--- config.mk ---
export PLATFORM = sky130hd
export DESIGN_NAME = uart_rx
export DESIGN_NICKNAME = d
export VERILOG_FILES = /design/src/rtl/uart_rx.sv
export SDC_FILE = /design/constraint.sdc
export NUM_CORES = 1
export LEC_CHECK = 0
export CORE_MARGIN = 4
export CORE_UTILIZATION = 45
export DETAILED_ROUTE_END_ITERATION = 6
export PLACE_DENSITY = 0.66
export SLEW_MARGIN = 20
export SYNTH_ARGS = -nofsm -noshare
export SYNTH_HDL_FRONTEND = slang
export SYNTH_SLANG_ARGS = --single-unit
--- constraint.sdc ---
create_clock -name clk_i -period 2.91 [get_ports clk_i]
set_clock_uncertainty 0.15 [all_clocks]
set_input_delay 0.582 -clock clk_i [delete_from_list [all_inputs] [get_ports clk_i]]
set_output_delay 0.582 -clock clk_i [all_outputs]
set_load 0.02 [all_outputs]
--- src/rtl/uart_rx.sv ---
// uart_rx: 16x-oversampled serial receiver with a single-entry valid/ready
// holding register, framing-error flag and overrun pulse.
module uart_rx #(
    parameter int DATA_BITS  = 8,
    parameter int OVERSAMPLE = 16
) (
    input  logic                 clk_i,
    input  logic                 reset,
    input  logic [31:0]          clk_div,
    input  logic                 rxd_i,
    output logic [DATA_BITS-1:0] data_o,
    output logic                 valid_o,
    input  logic                 ready_i,
    output logic                 frame_err_o,
    output logic                 overrun_o
);

    localparam int SW = $clog2(OVERSAMPLE);
    localparam int BW = (DATA_BITS > 1) ? $clog2(DATA_BITS) : 1;
    localparam logic [SW-1:0] S_HALF = SW'(OVERSAMPLE / 2 - 1);
    localparam logic [SW-1:0] S_LAST = SW'(OVERSAMPLE - 1);
    localparam logic [BW-1:0] B_LAST = BW'(DATA_BITS - 1);

    typedef enum logic [2:0] {
        HUNT  = 3'd0,
        IDLE  = 3'd1,
        START = 3'd2,
        DATA  = 3'd3,
        STOP  = 3'd4
    } state_e;

    state_e               state_q, state_d;
    logic [1:0]           sync_q;
    logic [1:0]           sync_vld_q;
    logic                 rxd_s;
    logic [31:0]          tcnt_q;
    logic [31:0]          div_q;
    logic [SW-1:0]        scnt_q;
    logic [BW-1:0]        bcnt_q;
    logic [DATA_BITS-1:0] shift_q;
    logic                 done_q;
    logic                 stop_ferr_q;
    logic [DATA_BITS-1:0] data_q;
    logic                 valid_q;
    logic                 ferr_q;
    logic                 overrun_q;

    logic tick;
    logic mid_start;
    logic mid_bit;
    logic start_det;
    logic start_ok;
    logic bit_sample;
    logic stop_sample;
    logic load;

    assign rxd_s     = sync_q[1];
    assign tick      = (tcnt_q == div_q);
    assign mid_start = tick && (scnt_q == S_HALF);
    assign mid_bit   = tick && (scnt_q == S_LAST);

    // Two-flop synchronizer; sync_vld_q marks when the flops hold real line
    // samples rather than their reset value, so HUNT cannot be fooled by a
    // line that is still low after reset.
    always_ff @(posedge clk_i) begin
        if (reset) begin
            sync_q     <= 2'b11;
            sync_vld_q <= 2'b00;
        end else begin
            sync_q     <= {sync_q[0], rxd_i};
            sync_vld_q <= {sync_vld_q[0], 1'b1};
        end
    end

    // FSM state register.
    always_ff @(posedge clk_i) begin
        if (reset) state_q <= HUNT;
        else       state_q <= state_d;
    end

    // FSM next-state logic.
    always_comb begin
        state_d = state_q;
        case (state_q)
            HUNT:  if (sync_vld_q[1] && rxd_s) state_d = IDLE;
            IDLE:  if (!rxd_s) state_d = START;
            START: if (mid_start) state_d = rxd_s ? IDLE : DATA;
            DATA:  if (mid_bit && (bcnt_q == B_LAST)) state_d = STOP;
            STOP:  if (mid_bit) state_d = rxd_s ? IDLE : HUNT;
            default: state_d = HUNT;
        endcase
    end

    // FSM output decode: datapath strobes for each sampling point.
    always_comb begin
        start_det   = 1'b0;
        start_ok    = 1'b0;
        bit_sample  = 1'b0;
        stop_sample = 1'b0;
        case (state_q)
            IDLE:  start_det   = !rxd_s;
            START: start_ok    = mid_start && !rxd_s;
            DATA:  bit_sample  = mid_bit;
            STOP:  stop_sample = mid_bit;
            default: ;
        endcase
    end

    // Tick, sample and bit counters; divisor is frozen per frame at the start edge.
    always_ff @(posedge clk_i) begin
        if (reset) begin
            tcnt_q <= '0;
            div_q  <= '0;
            scnt_q <= '0;
            bcnt_q <= '0;
        end else begin
            if (start_det || tick) tcnt_q <= '0;
            else                   tcnt_q <= tcnt_q + 32'd1;

            if (start_det) div_q <= clk_div;

            if (start_det || start_ok)   scnt_q <= '0;
            else if (tick)               scnt_q <= (scnt_q == S_LAST) ? '0 : scnt_q + SW'(1);

            if (start_ok)                bcnt_q <= '0;
            else if (bit_sample)         bcnt_q <= (bcnt_q == B_LAST) ? '0 : bcnt_q + BW'(1);
        end
    end

    // Shift register (LSB first) and a one-cycle completion stage after the stop sample.
    always_ff @(posedge clk_i) begin
        if (reset) begin
            shift_q     <= '0;
            done_q      <= 1'b0;
            stop_ferr_q <= 1'b0;
        end else begin
            if (bit_sample)  shift_q <= {rxd_s, shift_q[DATA_BITS-1:1]};
            done_q <= stop_sample;
            if (stop_sample) stop_ferr_q <= !rxd_s;
        end
    end

    assign load = done_q && (!valid_q || ready_i);

    // Holding register: load on completion when empty or being drained,
    // otherwise drop the new byte and pulse overrun.
    always_ff @(posedge clk_i) begin
        if (reset) begin
            data_q    <= '0;
            valid_q   <= 1'b0;
            ferr_q    <= 1'b0;
            overrun_q <= 1'b0;
        end else begin
            overrun_q <= done_q && valid_q && !ready_i;
            if (load) begin
                data_q  <= shift_q;
                ferr_q  <= stop_ferr_q;
                valid_q <= 1'b1;
            end else if (valid_q && ready_i) begin
                valid_q <= 1'b0;
            end
        end
    end

    assign data_o      = data_q;
    assign valid_o     = valid_q;
    assign frame_err_o = ferr_q;
    assign overrun_o   = overrun_q;

endmodule

==> reports/results.txt <==
syn nets - 538
Max Root-Sink Buffers - 2
share of cells above drive strength 1 - 6.85%
cells after synthesis - 498
Clk pwr share - 33.5%
clk sinks - 99
YS warnings - 0
CP Launch Point - tcnt_q[16]
Post-synth top cells - 99 x dfxtp_1, 81 x nand2_1, 66 x nor2_1
FP Rows - 35
total global-route track usage - 16.3%
largest fanout on the critical path - 32
vias per cell - 5.05
worst setup margin - 0.437 ns
Max-slew headroom - 67.3%
Via Count - 3377
RSZ-0062 raised after global routing - no
placed insts - 653
max cap viols - 0
Post-Place Setup Slack - 0.487 ns
Finish-stage setup viols - 0
dpl hpwl - 6360 um
Synth Area in Simple Gates - 24.3%
Least-Margin Pin Slew - 0.486 ns
min Tclk post-route - 2.47 ns
Initial DRT Pass Iterations - 6
HP Start - sync_q[0]
Hold Crit Depth - 1
post-route ant nets - 0
Final Non-Filler Cells - 669
Syn Area/Cell - 8.69 um^2
adder-cell area share of the yosys netlist - 1.16%
initial DRC count - 99
count leader, synth - dfxtp_1
Post-Syn Area - 0.00433 mm^2
# port buffers - 46
number of global-route vias before repair - 3224
CTS root buffer - clkbuf_8
post-synth top area share - 45.8%
Fin. Hold Viols - 0
worst r2r dst - tcnt_q[14]
worst r2r src - tcnt_q[16]
Internal - 1840 uW
CP Launch Type - register
proportion of synthesized area in mux cells - 4.86%
setup_tns - 0 ns
sequential fraction of the synthesis area - 45.8%
Register-to-Register Path Depth - 7
Starting Density - 46.6%
GP Congestion - 0.846
Die Footprint - 0.0112 mm^2
hold slack - 0.270 ns
Die Y - 106 um
Core ar. - 0.00928 mm^2
ys async rst share - 0%
Routed WL per cell - 13.2 um
status - completed
worst-skew pair later-pin latency - 0.36 ns
Post-CTS Resized - 0
Power Density - 501 mW/mm^2
Switching Share - 27.5%
Slew Viols, Final - 0
n_diodes - 0
CTS tree - yes
Synth Area in Compound Gates - 6.97%
number of library cell types mapped by synthesis - 41
crit path kind - register to register
CP arrival - 2.57 ns
Critical Path RT - 3.00 ns
main combinational cell family by area after synthesis - simple AND/OR/NAND/NOR gates
f_max - 0.404 GHz
largest net degree at the start of global routing - 36
Post-synth EDFFs - 0
Post-route DRC - 0
CP Capture Type - register
Layout area overhead - 17.2%
H-tree depth - 3
P_sw - 698 uW
XOR/XNOR Fraction of Synth Area - 12.9%
sequential power share - 56.0%
number of hold buffers added after CTS - 0
Yosys reg bits - 99
DRT Wirelength - 8850 um
Synth area leader - dfxtp_1
crit path capture - tcnt_q[14]
die width - 106 um
initial antenna violation count - 0
total I/O pin count - 47
CTS buffer count - 9
top cells by area, synth - dfxtp_1 46%, xnor2_1 9.1%, nand2_1 7.0%, nor2_1 5.7%, mux2i_1 4.9%
first-pass GRT wire length - 14900 um
global route overflow - 0
top_reg_cell synth - dfxtp_1
Peak VDD IR - 0.000256 V
Clock transition at path regs - 0.10 ns
worst min-delay path class - register to register
final net count - 575
final period utilization - 85.0%
Logic pwr share - 10.5%
FILL cells - 903
FF-to-FF setup slack - 0.44 ns
Setup Fix Bufs, Post-CTS - 0
P_leak - 0.00180 uW
-- layer usage --
layer	GRT usage [%]	vias to the layer above	share of wire, %
li1	-	1734	-
met1	20.0	1554	46
met2	26.9	66	48
met3	5.04	23	3.4
met4	5.92	0	3.1
met5	0	-	0
-- layout make-up --
| class | instances | area, um^2 | share of cell area, % |
|---|---|---|---|
| Clock buffer | 9 | 124 | 2.44 |
| Clock inverter | 7 | 65.1 | 1.28 |
| Inverter | 12 | 45.0 | 0.888 |
| Multi-Input combinational cell | 359 | 2180 | 43.0 |
| Sequential cell | 99 | 1980 | 39.1 |
| Tap cell | 129 | 161 | 3.18 |
| Timing Repair Buffer | 54 | 515 | 10.2 |
-- worst max-delay path, cell delays in order, from the launching register on --
cell      delay [ns]
dfxtp_1         0.36
xnor2_1         0.24
nand4_1         0.14
nor4_2          0.49
and2_1          0.40
nand2b_1        0.15
buf_4           0.32
nor2_1          0.10
-- state kept, by name (all words and copies together), names as in the netlist --
name / count
div_q: 32
tcnt_q: 32
data_o: 8
shift_q: 8
scnt_q: 4
bcnt_q: 3
state_q: 3
sync_q: 2
sync_vld_q: 2
done_q: 1
frame_err_o: 1
overrun_o: 1
stop_ferr_q: 1
valid_o: 1
-- cell usage in the layout (no fill, tap or decap), types with 3 or more instances in the layout --
cell,n
buf_4,8
nand3_1,14
dfxtp_1,99
clkdlybuf4s50_1,45
nor2_1,66
nor3_1,6
nor2b_1,3
inv_6,4
xnor2_1,45
mux2i_1,21
and3_1,5
clkbuf_8,9
xor2_1,17
and4_1,4
and2_1,3
inv_1,12
nand4_1,19
a21oi_1,37
nand2_1,81
ha_1,4
-- worst min-delay path by stage --
| stage | to | slack, ns |
|---|---|---|
| final | sync_q[1] | 0.27 |
| after global routing | sync_q[1] | 0.29 |
| after CTS | sync_q[1] | 0.27 |
| after detailed placement | sync_q[1] | 0.25 |
| after global placement | sync_q[1] | 0.25 |
| after floorplan | sync_q[1] | 0.24 |
-- power groups by stage --
stage	combinational, uW	clock [uW]	sequential, uW
floorplan	205	0	1440
global placement	261	0	1450
detailed placement	268	0	1450
CTS	270	882	1420
global route	300	928	1430
finish	267	851	1420
-- cell families after synthesis --
group | count (synthesis)
buf+inv | 40
mux | 21
flops | 99
fa+ha+maj | 4
simple gates | 219
compound gates | 52
xor+xnor | 63
-- metrics by stage --
step                util [%]  instance area (um^2)  power (uW)
global placement        52.6                  4880        1710
floorplan                  -                  4330        1640
detailed placement      52.6                  4880        1720
global route            54.6                  5070        2660
CTS                     54.6                  5070        2570
finish                  54.6                  5070        2540
(Power assumes the default switching activity.)
